`config.mk`:
```
export PLATFORM = sky130hd
export DESIGN_NAME = fp_norm_pipe
export DESIGN_NICKNAME = d
export VERILOG_FILES = /design/src/rtl/fpu_norm_pkg.sv /design/src/rtl/msb_encoder.sv /design/src/rtl/fp_norm_pipe.sv
export SDC_FILE = /design/constraint.sdc
export NUM_CORES = 1
export LEC_CHECK = 0
export BUFFER_PORTS_ARGS = -buffer_cell sky130_fd_sc_hd__buf_4
export CAP_MARGIN = 30
export CORE_MARGIN = 2
export CORE_UTILIZATION = 61
export CTS_CLUSTER_DIAMETER = 120
export DETAILED_ROUTE_END_ITERATION = 7
export PLACE_DENSITY = 0.83
export SYNTH_ARGS = -nofsm -noshare
export SYNTH_HDL_FRONTEND = slang
export SYNTH_HIERARCHICAL = 1
export SYNTH_SLANG_ARGS = --single-unit
export TNS_END_PERCENT = 1
```
`constraint.sdc`:
```
create_clock -name clk -period 3.7 [get_ports clk]
set_input_delay 0.37 -clock clk [delete_from_list [all_inputs] [get_ports clk]]
set_output_delay 0.37 -clock clk [all_outputs]
set_load 0.02 [all_outputs]
```
`src/rtl/fpu_norm_pkg.sv`:
```
// -----------------------------------------------------------------------------
// fpu_norm_pkg
// Shared constants, helpers and payload type for the pipelined mantissa
// normaliser (fp_norm_pipe) and its MSB encoder.
//   DEF_*          default geometry: 25-bit mantissa incl. carry, hidden bit
//                  at position 23, 8-bit biased exponent, 8-bit MSB index
//   norm_clog2     ceiling log2, used to check that IDX_W can hold an index
//   s1_payload_t   stage-1 payload (data, exp, idx, zero) at default geometry
// -----------------------------------------------------------------------------
package fpu_norm_pkg;

    localparam int DEF_WIDTH    = 25;
    localparam int DEF_NORM_POS = 23;
    localparam int DEF_EXP_W    = 8;
    localparam int DEF_IDX_W    = 8;

    function automatic int norm_clog2(input int value);
        int result;
        result = 0;
        while ((1 << result) < value) begin
            result = result + 1;
        end
        return result;
    endfunction

    // The pipeline declares an identically laid-out type sized by its own
    // parameters; this one documents the default field order and widths.
    typedef struct packed {
        logic [DEF_WIDTH-1:0] data;
        logic [DEF_EXP_W-1:0] exp;
        logic [DEF_IDX_W-1:0] idx;
        logic                 zero;
    } s1_payload_t;

endpackage

```
`src/rtl/msb_encoder.sv`:
```
// -----------------------------------------------------------------------------
// msb_encoder
// Combinational leading-one detector: reports the index of the highest set bit
// of i_data and flags an all-zero word (index reads 0 in that case).
//   i_data  [WIDTH-1:0]  word to scan
//   o_idx   [IDX_W-1:0]  index of the highest set bit
//   o_zero               i_data is all zero
// -----------------------------------------------------------------------------
module msb_encoder #(
    parameter int WIDTH = 25,
    parameter int IDX_W = 8
) (
    input  logic [WIDTH-1:0] i_data,
    output logic [IDX_W-1:0] o_idx,
    output logic             o_zero
);

    always_comb begin
        o_idx = '0;
        // Ascending scan: the last (highest) set bit wins.
        for (int i = 0; i < WIDTH; i++) begin
            if (i_data[i]) begin
                o_idx = IDX_W'(i);
            end
        end
        o_zero = ~|i_data;
    end

endmodule

```
`src/rtl/fp_norm_pipe.sv`:
```
// -----------------------------------------------------------------------------
// fp_norm_pipe
// Two-stage pipelined normaliser for the FPU add/sub datapath. Stage 1
// registers the word, its exponent and the MSB index/zero flag; stage 2
// shifts the leading one onto NORM_POS, collects sticky bits on a right shift
// and adjusts the exponent. Valid/ready flow control, 1 word/cycle, 2-cycle
// latency. Synchronous active-high reset.
//
// Optional build macro NORM_UF_CLAMP_EN: a left shift larger than the exponent
// is limited to the exponent (denormal result, out_exp=0, out_uf=1). Without
// it the full shift is applied, the exponent wraps and out_uf is tied to 0.
//
// Ports:
//   clk, rst                         clock, synchronous active-high reset
//   in_valid/in_ready                input handshake
//   in_data  [WIDTH-1:0]             un-normalised mantissa
//   in_exp   [EXP_W-1:0]             exponent for in_data
//   out_valid/out_ready              output handshake
//   out_data [WIDTH-1:0]             normalised mantissa
//   out_exp  [EXP_W-1:0]             adjusted exponent
//   out_index[IDX_W-1:0]             MSB index of the input word
//   out_zero, out_sticky, out_uf     zero input, lost-bit OR, underflow clamp
// -----------------------------------------------------------------------------
module fp_norm_pipe
    import fpu_norm_pkg::*;
#(
    parameter int WIDTH    = DEF_WIDTH,
    parameter int NORM_POS = DEF_NORM_POS,
    parameter int EXP_W    = DEF_EXP_W,
    parameter int IDX_W    = DEF_IDX_W
) (
    input  logic             clk,
    input  logic             rst,
    input  logic             in_valid,
    output logic             in_ready,
    input  logic [WIDTH-1:0] in_data,
    input  logic [EXP_W-1:0] in_exp,
    output logic             out_valid,
    input  logic             out_ready,
    output logic [WIDTH-1:0] out_data,
    output logic [EXP_W-1:0] out_exp,
    output logic [IDX_W-1:0] out_index,
    output logic             out_zero,
    output logic             out_sticky,
    output logic             out_uf
);

    if (IDX_W < norm_clog2(WIDTH)) begin : g_idx_w_check
        $error("fp_norm_pipe: IDX_W too narrow for WIDTH");
    end
    if (NORM_POS >= WIDTH) begin : g_norm_pos_check
        $error("fp_norm_pipe: NORM_POS must lie inside WIDTH");
    end

    typedef struct packed {
        logic [WIDTH-1:0] data;
        logic [EXP_W-1:0] exp;
        logic [IDX_W-1:0] idx;
        logic             zero;
    } s1_pl_t;

    localparam logic [IDX_W-1:0] NORM_IDX = IDX_W'(NORM_POS);

    logic                   r_s1_valid;
    s1_pl_t                 r_s1;
    logic                   r_out_valid;
    logic [WIDTH-1:0]       r_out_data;
    logic [EXP_W-1:0]       r_out_exp;
    logic [IDX_W-1:0]       r_out_index;
    logic                   r_out_zero;
    logic                   r_out_sticky;
    logic                   r_out_uf;

    logic [IDX_W-1:0]       w_enc_idx;
    logic                   w_enc_zero;
    logic                   w_s2_adv;
    logic                   w_s1_adv;
    logic [IDX_W-1:0]       w_rsh;
    logic [IDX_W-1:0]       w_lsh;
    logic [WIDTH-1:0]       w_mask;
    logic [WIDTH-1:0]       w_nd;
    logic [EXP_W-1:0]       w_ne;
    logic                   w_st;
    logic                   w_uf;
    logic signed [EXP_W:0]  w_esum;
    logic                   w_unused_esign;

    msb_encoder #(
        .WIDTH (WIDTH),
        .IDX_W (IDX_W)
    ) u_msb_encoder (
        .i_data (in_data),
        .o_idx  (w_enc_idx),
        .o_zero (w_enc_zero)
    );

    assign w_s2_adv = !r_out_valid || out_ready;
    assign w_s1_adv = !r_s1_valid || w_s2_adv;
    assign in_ready = !rst && w_s1_adv;

    // Stage-2 shift and exponent adjust, done at EXP_W+1 signed width so the
    // sign bit exposes a left shift that would take the exponent below zero.
    always_comb begin
        w_rsh  = '0;
        w_lsh  = '0;
        w_mask = '0;
        w_nd   = r_s1.data;
        w_ne   = r_s1.exp;
        w_st   = 1'b0;
        w_uf   = 1'b0;
        w_esum = $signed({1'b0, r_s1.exp});
        if (r_s1.zero) begin
            w_nd = '0;
            w_ne = '0;
        end else if (r_s1.idx > NORM_IDX) begin
            w_rsh  = r_s1.idx - NORM_IDX;
            w_mask = ~({WIDTH{1'b1}} << w_rsh);
            w_st   = |(r_s1.data & w_mask);
            w_nd   = r_s1.data >> w_rsh;
            w_esum = $signed({1'b0, r_s1.exp}) + $signed({1'b0, EXP_W'(w_rsh)});
            w_ne   = w_esum[EXP_W-1:0];
        end else if (r_s1.idx < NORM_IDX) begin
            w_lsh  = NORM_IDX - r_s1.idx;
            w_esum = $signed({1'b0, r_s1.exp}) - $signed({1'b0, EXP_W'(w_lsh)});
`ifdef NORM_UF_CLAMP_EN
            if (w_esum[EXP_W]) begin
                // Shift only as far as the exponent allows: denormal result.
                w_lsh  = IDX_W'(r_s1.exp);
                w_esum = '0;
                w_uf   = 1'b1;
            end
`endif
            w_nd = r_s1.data << w_lsh;
            w_ne = w_esum[EXP_W-1:0];
        end
    end

    assign w_unused_esign = w_esum[EXP_W];

    always_ff @(posedge clk) begin
        if (rst) begin
            r_s1_valid   <= 1'b0;
            r_s1         <= '0;
            r_out_valid  <= 1'b0;
            r_out_data   <= '0;
            r_out_exp    <= '0;
            r_out_index  <= '0;
            r_out_zero   <= 1'b0;
            r_out_sticky <= 1'b0;
            r_out_uf     <= 1'b0;
        end else begin
            if (w_s2_adv) begin
                r_out_valid <= r_s1_valid;
                if (r_s1_valid) begin
                    r_out_data   <= w_nd;
                    r_out_exp    <= w_ne;
                    r_out_index  <= r_s1.idx;
                    r_out_zero   <= r_s1.zero;
                    r_out_sticky <= w_st;
                    r_out_uf     <= w_uf;
                end
            end
            if (w_s1_adv) begin
                r_s1_valid <= in_valid;
                if (in_valid) begin
                    r_s1.data <= in_data;
                    r_s1.exp  <= in_exp;
                    r_s1.idx  <= w_enc_idx;
                    r_s1.zero <= w_enc_zero;
                end
            end
        end
    end

    assign out_valid  = r_out_valid;
    assign out_data   = r_out_data;
    assign out_exp    = r_out_exp;
    assign out_index  = r_out_index;
    assign out_zero   = r_out_zero;
    assign out_sticky = r_out_sticky;
    assign out_uf     = r_out_uf;

endmodule

```
==> key figures, run 1 <==
STA
  – Slew headroom: ~46%
  – Fin crit share: 86.6%
  – Worst slew pin tran: 806 ps
  – Period minus WS final: approximately 3200 ps
  – Setup violations, final: 0
  – Final hold viol count: 0
  – Final WS setup: roughly 500 ps
  – Final Max Tran Viols: 0
  – Layout Skew: between 5 and 6 ps
  – Sum Neg Setup Slack: 0 ps
  – Fmax: approximately 310 MHz
  – Setup repair after global routing missed its margin: no

GRT
  – GRT Util Overall: between 40% and 50%
  – Antenna violations before repair: 0
  – Overflow after GRT: 0
  – Vias in the first global route: between 7000 and 8000
  – Largest net degree at the start of global routing: between 60 and 70
  – First-pass GRT wire length: slightly above 40 mm

Finish
  – Fill count: around 1100
  – Layout cells sized above 1: roughly 17%
  – Final non-filler cell total: 1200
  – Final Net Count: 1104
  – Final Cell Area: slightly above 8000 µm²
  – Sequential Area: 1740 µm²
  – Multi-input logic area: approximately 5200 µm²
  – Area grow syn2layout: 11.5%
  – Number of diodes: 0

Drt
  – Drt via density: a little under 7
  – Drt pass-1 iters: 7
  – Antenna Nets Post-Route: 0
  – Via Count: a little over 8000
  – Routed WL per cell: 22.0 µm
  – Iteration-0 DRC Markers: between 1000 and 1500
  – Routed wire length: between 20 and 30 mm
  – Detailed-route DRC error count: 0

Worst setup path
  – Crit start category: register
  – Crit path required time: a little under 4000 ps
  – Crit path capture type: register
  – Max FO, Critical Path: 10
  – CP arrival: about 3400 ps
  – Worst setup path category: register to register

Placed design
  – I/O Buffers: 81
  – Post-placement cell area: 8030 µm²
  – Placed cell count: around 1200
  – Post-detail-place hpwl: 19.0 mm
  – DP Worst Slack: ~560 ps
  – GPL Wtd Cong: approximately 1.1

Synthesis
  – Synth Register Bits: 87
  – Yosys cell types: approximately 80
  – Synthesized instance count: slightly above 1000
  – Post-synth EDFFs: 0
  – Synth warn: 6
  – Seq/Total Area, Yosys: about a quarter
  – Mapped Area: approximately 7500 µm²
  – Post-synth ARST share: 0%
  – Syn avg cell area: 7.30 µm²
  – Top_reg_cell synth: dfxtp_1

Clock network
  – CTS clk-pin slew, worst paths: 70 ps
  – Setup bufs post-CTS: 0
  – Clk root buf: clkbuf_16
  – CTS tree: done
  – Clock Tree Buf Depth: 2
  – Clock sink count: between 80 and 90
  – H-Tree Depth: 3
  – Worst skew pair latency: 350 ps
  – Total CTS buffers: 9
  – # resized after CTS: 0
  – # hold bufs at CTS: 0

Floorplan
  – I/O pin count: 83
  – Full die area: 13100 µm²
  – Die height: 115 µm
  – Starting density of the core: a little over 60%
  – Placeable Area: between 10000 and 15000 µm²
  – Die X-Extent: around 110 µm
  – Row Count: 40

Power and ir drop
  – PD cells: approximately 340 nW/µm²
  – Pleak: approximately 3.1 nW
  – Max rail drop VDD: ~0.28 mV

Run status
  – Status: complete, no violations

Hold path
  – Hold Crit Class: primary input to register

Run
  – MaxCap Viol Count: 0
==> cell type report <==
class                      count  area share [%]
inverter                      24            1.08
tap                          147            2.21
clock inverter                 5           0.512
multi-input combinational    821            62.8
timing repair buffer         105            9.48
clock buffer                  11            2.92
sequential                    87            21.0
==> registers in the layout, indices dropped and copies added (netlist names) <==
signal      count
out_sticky      1
out_exp         8
r_s1           42
out_valid       1
out_index       8
out_zero        1
out_data       25
r_s1_valid      1
==> worst max-delay path, cell delays in order (launching register included) <==
cell and delay (ps):
dfxtp_1 540, inv_2 190, ha_1 260, a41oi_2 430, xnor2_2 230, inv_2 130
ha_1 350, or3_1 360, o211ai_1 110, xnor2_1 100, o22ai_1 170, xnor2_1 130
o21ai_0 80
==> stage by stage <==
stage | utilization, % | power (mW) | hold slack [ps]
after CTS | 69.5 | 2.81 | 244
after global placement | 67.1 | 1.93 | 432
final | 69.5 | 2.84 | 240
after detailed placement | 67.1 | 1.94 | 444
after floorplan | - | 1.67 | 449
after global routing | 69.5 | 2.95 | 257
==> kinds of logic (layout without fill, tap and decap cells) <==
kind of cell               after synthesis  count (layout)  synth area share, %
other                                    2               4                0.101
buffers and inverters                  115             145                 6.71
and+or+nand+nor                        386             386                 23.0
muxes                                   87              87                 14.4
xor gates and xnor gates                20              20                 2.75
DFF                                     87              87                 23.4
adders and majority gates               19              19                 3.39
AOI/OAI and AO/OA                      305             305                 26.3
==> power breakdown <==
| group | switching [mW] | total (mW) | internal [mW] |
|---|---|---|---|
| logic | 0.548 | 0.883 | 0.335 |
| registers | 0.0963 | 1.08 | 0.981 |
| clock network | 0.403 | 0.884 | 0.481 |
==> synth_stat cells, types with 6 or more instances <==
master,count,area [µm²]
a211oi_1,14,105
a21o_1,8,60.1
a21oi_1,112,561
a221oi_1,7,61.3
a22oi_1,20,150
a32oi_1,6,52.6
buf_1,8,30.0
buf_2,21,105
buf_4,7,52.6
clkbuf_1,52,195
dfxtp_1,87,1740
ha_1,17,213
inv_1,17,63.8
inv_2,6,22.5
mux2_2,12,135
mux2i_1,60,601
mux4_2,15,338
nand2_1,196,736
nand2b_1,7,43.8
nand3_1,31,155
nor2_1,71,267
nor2b_1,12,75.1
nor3_1,27,135
nor4_1,8,50.1
o211ai_1,8,60.1
o21ai_0,43,215
o21ai_1,21,105
o31ai_1,9,67.6
or3_1,6,37.5
xnor2_1,10,87.6
xor2_1,6,52.6
==> layout by cell type (no fill, tap or decap), types with 5 or more instances in the layout <==
| cell type | Yosys | routed |
|---|---|---|
| nand2_1 | 196 | 196 |
| a21oi_1 | 112 | 112 |
| buf_4 | 7 | 105 |
| dfxtp_1 | 87 | 86 |
| nor2_1 | 71 | 71 |
| mux2i_1 | 60 | 60 |
| o21ai_0 | 43 | 43 |
| nand3_1 | 31 | 31 |
| nor3_1 | 27 | 27 |
| o21ai_1 | 21 | 21 |
| a22oi_1 | 20 | 20 |
| inv_1 | 17 | 17 |
| ha_1 | 17 | 16 |
| mux4_2 | 15 | 15 |
| a211oi_1 | 14 | 14 |
| nor2b_1 | 12 | 12 |
| mux2_2 | 12 | 12 |
| xnor2_1 | 10 | 10 |
| o31ai_1 | 9 | 9 |
| clkbuf_16 | 0 | 9 |
| a21o_1 | 8 | 8 |
| nor4_1 | 8 | 8 |
| o211ai_1 | 8 | 8 |
| a221oi_1 | 7 | 7 |
| nand2b_1 | 7 | 7 |
| or3_1 | 6 | 6 |
| a32oi_1 | 6 | 6 |
| inv_2 | 6 | 6 |
| xor2_1 | 6 | 6 |
| a22o_1 | 5 | 5 |
| o22ai_1 | 5 | 5 |
| a31oi_1 | 5 | 5 |
==> layer usage <==
| metal | GRT usage, % | share of wire (%) |
|---|---|---|
| met1 | 55.5 | 41 |
| met2 | 57.4 | 42 |
| met3 | 9.00 | 12 |
| met4 | 22.0 | 5.4 |
| met5 | 0 | 0 |
==> worst paths after layout <==
kind / start / end / slack (ps) / depth (start not counted)
setup reg to reg: r_s1[4] / out_exp[7] / 500 / 12
hold / removal: in_valid / r_s1_valid / 240 / 3
hold reg to reg: out_data[17] / out_data[17] / 450 / 2
setup / recovery: r_s1[4] / out_exp[7] / 500 / 12
Power figures use the tool's default switching activity.
==> inputs of run 2 (changes only) <==
Settings changed: BUFFER_PORTS_ARGS -buffer_cell sky130_fd_sc_hd__buf_4 to default, CAP_MARGIN 30 to 5, CORE_UTILIZATION 61 to 66, DONT_BUFFER_PORTS from default to 1, GPL_TIMING_DRIVEN from default to 0, PLACE_DENSITY 0.83 to 0.82.
==> run 2 against run 1 <==
Effect of this change: clock power up 9.0%; total power grew 2.5%; fmax down 9.5%; sequential share of layout area increased by 0.98 points; global-route usage rose by 8.3 points; register-to-register slack got worse by 330 ps.
==> key figures, run 2 (synthesis gave the netlist of run 1 again) <==
Clock network
  – CTS tree: done
  – H-Tree Depth: 3 (unchanged)
  – # resized after CTS: 0 (unchanged)
  – CTS clk-pin slew, worst paths: 70 ps (about the same)
  – Clock Tree Buf Depth: 2 (unchanged)
  – Setup bufs post-CTS: 0 (unchanged)
  – # hold bufs at CTS: 0 (unchanged)
  – Clk root buf: clkbuf_16
  – Worst skew pair latency: 360 ps (about the same)
  – Total CTS buffers: 9 (unchanged)
  – Clock sink count: 87 (unchanged)

STA
  – Final WS setup: 163 ps (-334 ps)
  – Sum Neg Setup Slack: 0 ps (unchanged)
  – Final Max Tran Viols: 0 (unchanged)
  – Worst slew pin tran: 973 ps (+167 ps)
  – Final hold viol count: 0 (unchanged)
  – Period minus WS final: 3540 ps (+334 ps)
  – Layout Skew: 12.1 ps (+6.46 ps)
  – Setup violations, final: 0 (unchanged)
  – Fin crit share: 95.6% (+9.0 points)
  – Slew headroom: 34.6% (-11 points)
  – Hold WS: 134 ps (-106 ps)
  – Fmax: 283 MHz (-9.5%)
  – Setup repair after global routing missed its margin: no

Run
  – MaxCap Viol Count: 0 (unchanged)

Placed design
  – Post-placement cell area: 7640 µm² (-4.9%)
  – Post-detail-place hpwl: 21.7 mm (+14%)
  – I/O Buffers: 0 (-100%)
  – GPL Wtd Cong: 1.08 (+2.3%)
  – DP Worst Slack: 195 ps (-361 ps)
  – Placed cell count: 1163 (-1.8%)

Finish
  – Fill count: 918 (-13%)
  – Layout cells sized above 1: 9.64% (-6.9 points)
  – Most frequent cells in the layout: 196 x nand2_1, 112 x a21oi_1, 87 x dfxtp_1
  – Max reg flops: 42 (unchanged)
  – Sequential Area: 1740 µm² (about the same)
  – Area grow syn2layout: 6.44%
  – Number of diodes: 0 (unchanged)
  – Largest register by flop count: r_s1
  – Multi-input logic area: 5220 µm² (about the same)
  – Final non-filler cell total: 1177 (-1.9%)
  – Final Net Count: 1088 (-1.4%)
  – Final Cell Area: 7940 µm² (-4.5%)
  – Most common cell after layout, fill and taps aside: nand2_1

Drt
  – Detailed-route DRC error count: 0 (unchanged)
  – Via Count: 8545 (+3.0%)
  – Routed wire length: 29.2 mm (+11%)
  – Drt via density: 7.26 (+5.0%)
  – Routed WL per cell: 24.8 µm (+13%)
  – Iteration-0 DRC Markers: 1455 (+35%)
  – Drt pass-1 iters: 7 (unchanged)
  – Antenna Nets Post-Route: 0 (unchanged)

Floorplan
  – Die X-Extent: 110 µm (-3.7%)
  – Starting density of the core: 68.2% (+5.8 points)
  – Full die area: 12200 µm² (-7.3%)
  – I/O pin count: 83 (unchanged)
  – Die height: 110 µm (-3.7%)
  – Row Count: 38 (-5.0%)
  – Placeable Area: 10900 µm² (-8.6%)

Worst setup path
  – Max FO, Critical Path: 10 (unchanged)
  – Slowest library cell on the worst path: nor4_1
  – Crit path capture type: register
  – Crit start category: register
  – CP arrival: 3750 ps (+310 ps)
  – Crit path required time: 3920 ps (-20 ps)
  – Critical-path cell list: ha_1 -> clkbuf_1 -> buf_2 -> mux2_2 -> mux2i_1 -> nor2_1 -> a21oi_1 -> nor3_1 -> nor4_1 -> o31ai_1
  – Worst setup path category: register to register
  – Max stage delay on crit path: 630 ps (+90 ps)

Power and ir drop
  – Clock share of power: 33.1% (+2.0 points)
  – Switch share: 37.8% (+0.96 points)
  – Cell-internal power: 1.81 mW (+0.97%)
  – Switching pwr: 1.10 mW (+5.2%)
  – Combinational power share: 30.7% (-0.3 points)
  – Pleak: 2.83 nW (-9.6%)
  – Max rail drop VDD: 0.330 mV (+18%)
  – PD cells: 367 nW/µm² (+7.4%)
  – Reg power frac: 36.2% (-1.7 points)

GRT
  – First-pass GRT wire length: 43.6 mm (+7.9%)
  – Vias in the first global route: 7848 (+7.1%)
  – GRT Util Overall: 48.3% (+8.3 points)
  – Antenna violations before repair: 0 (unchanged)
  – Largest net degree at the start of global routing: 17 (-75%)
  – Overflow after GRT: 0 (unchanged)

Hold path
  – Hold Crit Class: primary input to register

Run status
  – Status: complete, no violations
==> run 2: critical path: cells and delay by family, from the launching register on <==
kind	cells	cell delay, ps
AO/OA/AOI/OAI	2	480
adder cells (fa/ha/maj)	1	410
buffers and inverters	2	580
flip-flops	1	360
multiplexers	2	680
AND/OR/NAND/NOR	3	870
==> run 2: power by group through the flow <==
| stage | combinational (mW) | sequential (mW) | clock (mW) |
|---|---|---|---|
| 4_1_cts | 0.850 | 1.05 | 0.952 |
| 6_report | 0.895 | 1.06 | 0.964 |
| 2_1_floorplan | 0.624 | 1.05 | 0 |
| 3_3_place_gp | 0.835 | 1.07 | 0 |
| 3_5_place_dp | 0.844 | 1.07 | 0 |
| 5_1_grt | 0.946 | 1.06 | 0.978 |
==> run 2: layout make-up <==
cell class	count	area share (%)
multi-input cells	821	65.8
flip-flops and latches	87	21.9
plain buffers	89	5.09
clock buffers	9	2.84
well taps	140	2.21
inverters	24	1.14
clock inverters	7	0.993
==> run 2: per-stage QoR <==
| step | utilization [%] | power (mW) |
|---|---|---|
| after floorplan | - | 1.67 |
| after global placement | 69.9 | 1.91 |
| after detailed placement | 69.9 | 1.92 |
| after CTS | 72.6 | 2.85 |
| after global routing | 72.6 | 2.98 |
| final | 72.6 | 2.92 |
==> run 2: per-layer routing <==
metal	global-route usage, %	up-vias	part of all wire (%)
met3	16.8	169	15
met4	27.1	0	6.5
li1	-	3719	-
met1	62.1	3868	37
met2	70.5	789	41
met5	0	-	0
==> run 2: final timing paths <==
check	from	to	slack, ps	depth (start not counted)
worst min register to register	r_s1[9]	r_s1[9]	530	2
worst max register to register	r_s1[2]	out_data[1]	160	10
worst min-delay path	in_valid	r_s1_valid	130	2
worst max-delay path	r_s1[2]	out_data[1]	160	10
==> inputs of run 3 (changes only) <==
Settings changed: SYNTH_HIERARCHICAL 1 to default.
==> run 3 against run 2 <==
Effect of this change: sequential power down 7%; clock skew up 5.6 ps; non-clock buffer count unchanged; fmax down 2.1%; clock power down 27%; hold slack worse by 27 ps; sequential share of layout area down 0.64 points; critical path type unchanged; die area down 3.0%; total power down 15%; global-route usage up 0.87 points; routed wire length down 0.86%; worst setup slack worse by 77 ps; largest power group unchanged.
==> key figures, run 3 <==
Run status
  – Status: complete, no violations

Clock network
  – Worst skew pair latency: 380 ps (+20 ps)
  – H-Tree Depth: 3 (unchanged)
  – Clock sink count: 81 (-6.9%)
  – CTS clk-pin slew, worst paths: 100 ps (+30 ps)
  – CTS tree: done
  – Total CTS buffers: 9 (unchanged)
  – Clk root buf: clkbuf_8
  – Clock Tree Buf Depth: 2 (unchanged)
  – Setup bufs post-CTS: 0 (unchanged)
  – # resized after CTS: 2 (+2)
  – # hold bufs at CTS: 0 (unchanged)

Worst setup path
  – Reg2reg path depth: 10 (unchanged)
  – CP most frequent cell: buf_2
  – Max stage delay on crit path: 790 ps (+160 ps)
  – Crit start category: register
  – Crit path from: r_s1[4]
  – Worst setup path category: register to register
  – CP arrival: 3940 ps (+190 ps)
  – Reg-to-reg setup timing slack: 90 ps (-80 ps)
  – Crit path required time: 4030 ps (+110 ps)
  – Worst reg2reg path endpoint: out_data[7]
  – Worst Setup EP: out_data[7]
  – Crit path capture type: register
  – Critical-path cell list: buf_2 -> inv_2 -> buf_2 -> ha_2 -> a41o_2 -> o21ai_1 -> nor2_4 -> a22oi_1 -> o21ai_0 -> a32o_1
  – Reg2reg start: r_s1[4]
  – Slowest library cell on the worst path: o21ai_0
  – Max FO, Critical Path: 15 (+5)

Floorplan
  – Die height: 109 µm (-1.5%)
  – Row Count: 38 (unchanged)
  – Die X-Extent: 109 µm (-1.5%)
  – Starting density of the core: 67.2% (-0.94 points)
  – I/O pin count: 83 (unchanged)
  – Placeable Area: 10700 µm² (-1.7%)
  – Full die area: 11800 µm² (-3.0%)

Hold path
  – Worst hold path depth: 2 (unchanged)
  – Hold Crit Class: primary input to register

Synthesis
  – Post-synth ARST share: 0% (unchanged)
  – Synth area leader: dfxtp_1
  – Cell with the most instances after synthesis: nand2_1
  – Post-synth EDFFs: 0 (unchanged)
  – Yosys cell types: 77 (-2.5%)
  – Synthesized instance count: 967 (-5.3%)
  – Share of the synthesized area in the top cell type: 22.4% (-0.92 points)
  – Most common library cells after synthesis: 193 x nand2_1, 97 x a21oi_1, 81 x dfxtp_1
  – Syn avg cell area: 7.47 µm² (+2.3%)
  – Mapped Area: 7230 µm² (-3.1%)
  – Synth warn: 0 (-6)
  – Synth Register Bits: 81 (-6.9%)
  – Seq/Total Area, Yosys: 22.4% (-0.92 points)
  – Top_reg_cell synth: dfxtp_1
  – Synth top area cells: dfxtp_1 22%, nand2_1 10%, mux4_2 9.0%, a21oi_1 6.7%, o21ai_0 4.8%

STA
  – Final WS setup: 86.4 ps (-76.6 ps)
  – Final hold viol count: 0 (unchanged)
  – Final Max Tran Viols: 0 (unchanged)
  – Fmax: 277 MHz (-2.1%)
  – Sum Neg Setup Slack: 0 ps (unchanged)
  – Setup repair after global routing missed its margin: no
  – Layout Skew: 17.7 ps (+5.62 ps)
  – Slew headroom: 32.7% (-1.9 points)
  – Fin crit share: 97.7% (+2.1 points)
  – Worst slew pin tran: 998 ps (+25.2 ps)
  – Setup violations, final: 0 (unchanged)
  – Period minus WS final: 3610 ps (+76.6 ps)

Power and ir drop
  – Cell-internal power: 1.52 mW (-16%)
  – Reg power frac: 39.7% (+3.5 points)
  – Max rail drop VDD: 0.278 mV (-16%)
  – PD cells: 326 nW/µm² (-11%)
  – Pleak: 2.67 nW (-5.6%)
  – Switch share: 38.9% (+1.1 points)
  – Combinational power share: 31.8% (+1.1 points)
  – Switching pwr: 0.965 mW (-12%)
  – Clock share of power: 28.5% (-4.6 points)
  – Total Power: 2.48 mW (-15%)

GRT
  – Overflow after GRT: 0 (unchanged)
  – First-pass GRT wire length: 42.7 mm (-2.0%)
  – Antenna violations before repair: 0 (unchanged)
  – Vias in the first global route: 7650 (-2.5%)
  – GRT Util Overall: 49.2% (+0.87 points)
  – Largest net degree at the start of global routing: 16 (-1)

Drt
  – Routed wl met2: 11.7 mm (-2.4%)
  – Via Count: 8296 (-2.9%)
  – DR WL met3: 4.86 mm (+7.4%)
  – Drt via density: 7.39 (+1.8%)
  – Routed wire length: 28.9 mm (-0.86%)
  – Met1 wire length: 10.3 mm (-5.0%)
  – Antenna Nets Post-Route: 0 (unchanged)
  – Drt pass-1 iters: 7 (unchanged)
  – Detailed-route DRC error count: 0 (unchanged)
  – Iteration-0 DRC Markers: 1630 (+12%)
  – Routed WL per cell: 25.8 µm (+3.9%)
  – Max Used Layer: met4

Placed design
  – Post-detail-place hpwl: 21.2 mm (-2.0%)
  – GPL Wtd Cong: 1.07 (-1.7%)
  – I/O Buffers: 0 (unchanged)
  – Placed cell count: 1110 (-4.6%)
  – DP Worst Slack: -448 ps (-643 ps)

Finish
  – Final Net Count: 1036 (-4.8%)
  – Max reg flops: 39 (-7.1%)
  – Fill count: 952 (+3.7%)
  – Final non-filler cell total: 1123 (-4.6%)
  – Most common cell after layout, fill and taps aside: nand2_1
  – Number of diodes: 0 (unchanged)
  – Largest register by flop count: r_s1
  – Most frequent cells in the layout: 193 x nand2_1, 97 x a21oi_1, 81 x dfxtp_1
  – Layout cells sized above 1: 11.6% (+2.0 points)
  – Area grow syn2layout: 5.35%

Run
  – MaxCap Viol Count: 0 (unchanged)
run 3: power groups by stage:
| stage | clock network (mW) | logic [mW] | registers (mW) |
|---|---|---|---|
| 2_1_floorplan | 0 | 0.553 | 0.976 |
| 3_3_place_gp | 0 | 0.738 | 0.998 |
| 3_5_place_dp | 0 | 0.742 | 1.00 |
| 4_1_cts | 0.696 | 0.744 | 0.980 |
| 5_1_grt | 0.728 | 0.830 | 0.987 |
| 6_report | 0.708 | 0.789 | 0.986 |
run 3: how the worst min path moves through the flow:
stage	start	endpoint	slack, ps
after floorplan	r_s1[16]	r_s1[16]	440
after global placement	r_s1[16]	r_s1[16]	440
after detailed placement	r_s1[16]	r_s1[16]	460
after CTS	in_valid	r_s1_valid	110
after global routing	in_valid	r_s1_valid	120
final	in_valid	r_s1_valid	110
run 3: cell type report:
| cell class | count | area [µm²] | share of cell area (%) |
|---|---|---|---|
| Buffer | 89 | 439 | 5.77 |
| Clock buffer | 10 | 128 | 1.68 |
| Clock inverter | 6 | 72.6 | 0.953 |
| Inverter | 28 | 108 | 1.41 |
| Tap cell | 140 | 175 | 2.30 |
| Sequential cell | 81 | 1620 | 21.3 |
| Multi-Input combinational cell | 769 | 5070 | 66.6 |
run 3: per-layer routing:
metal / up-vias / track usage, %
met5: - / 0
met4: 0 / 31.5
met3: 214 / 21.8
met2: 814 / 69.5
met1: 3718 / 60.7
li1: 3550 / -
run 3: through the flow:
| stage | area (µm²) | hold WS (ps) | utilization [%] |
|---|---|---|---|
| floorplan | 7240 | 436 | - |
| global placement | 7410 | 443 | 69.0 |
| detailed placement | 7410 | 459 | 69.0 |
| CTS | 7610 | 108 | 70.8 |
| global route | 7610 | 116 | 70.8 |
| finish | 7610 | 107 | 70.8 |
run 3: worst max-delay path, delay by kind of cell, from the launching register on:
kind | cells | cell delay, ps
and+or+nand+nor | 1 | 310
adders and majority gates | 1 | 270
DFF | 1 | 360
AOI/OAI and AO/OA | 5 | 1770
buffers and inverters | 3 | 850
run 3: kinds of logic (layout without fill, tap and decap cells):
group / after synthesis / after routing / synth area share, %
other cells: 1 / 4 / 0.0519
xor+xnor: 8 / 8 / 1.23
buf+inv: 120 / 133 / 7.64
mux: 78 / 78 / 16.1
simple gates: 358 / 358 / 21.8
fa+ha+maj: 21 / 21 / 3.84
flops: 81 / 81 / 22.4
compound gates: 300 / 300 / 26.9
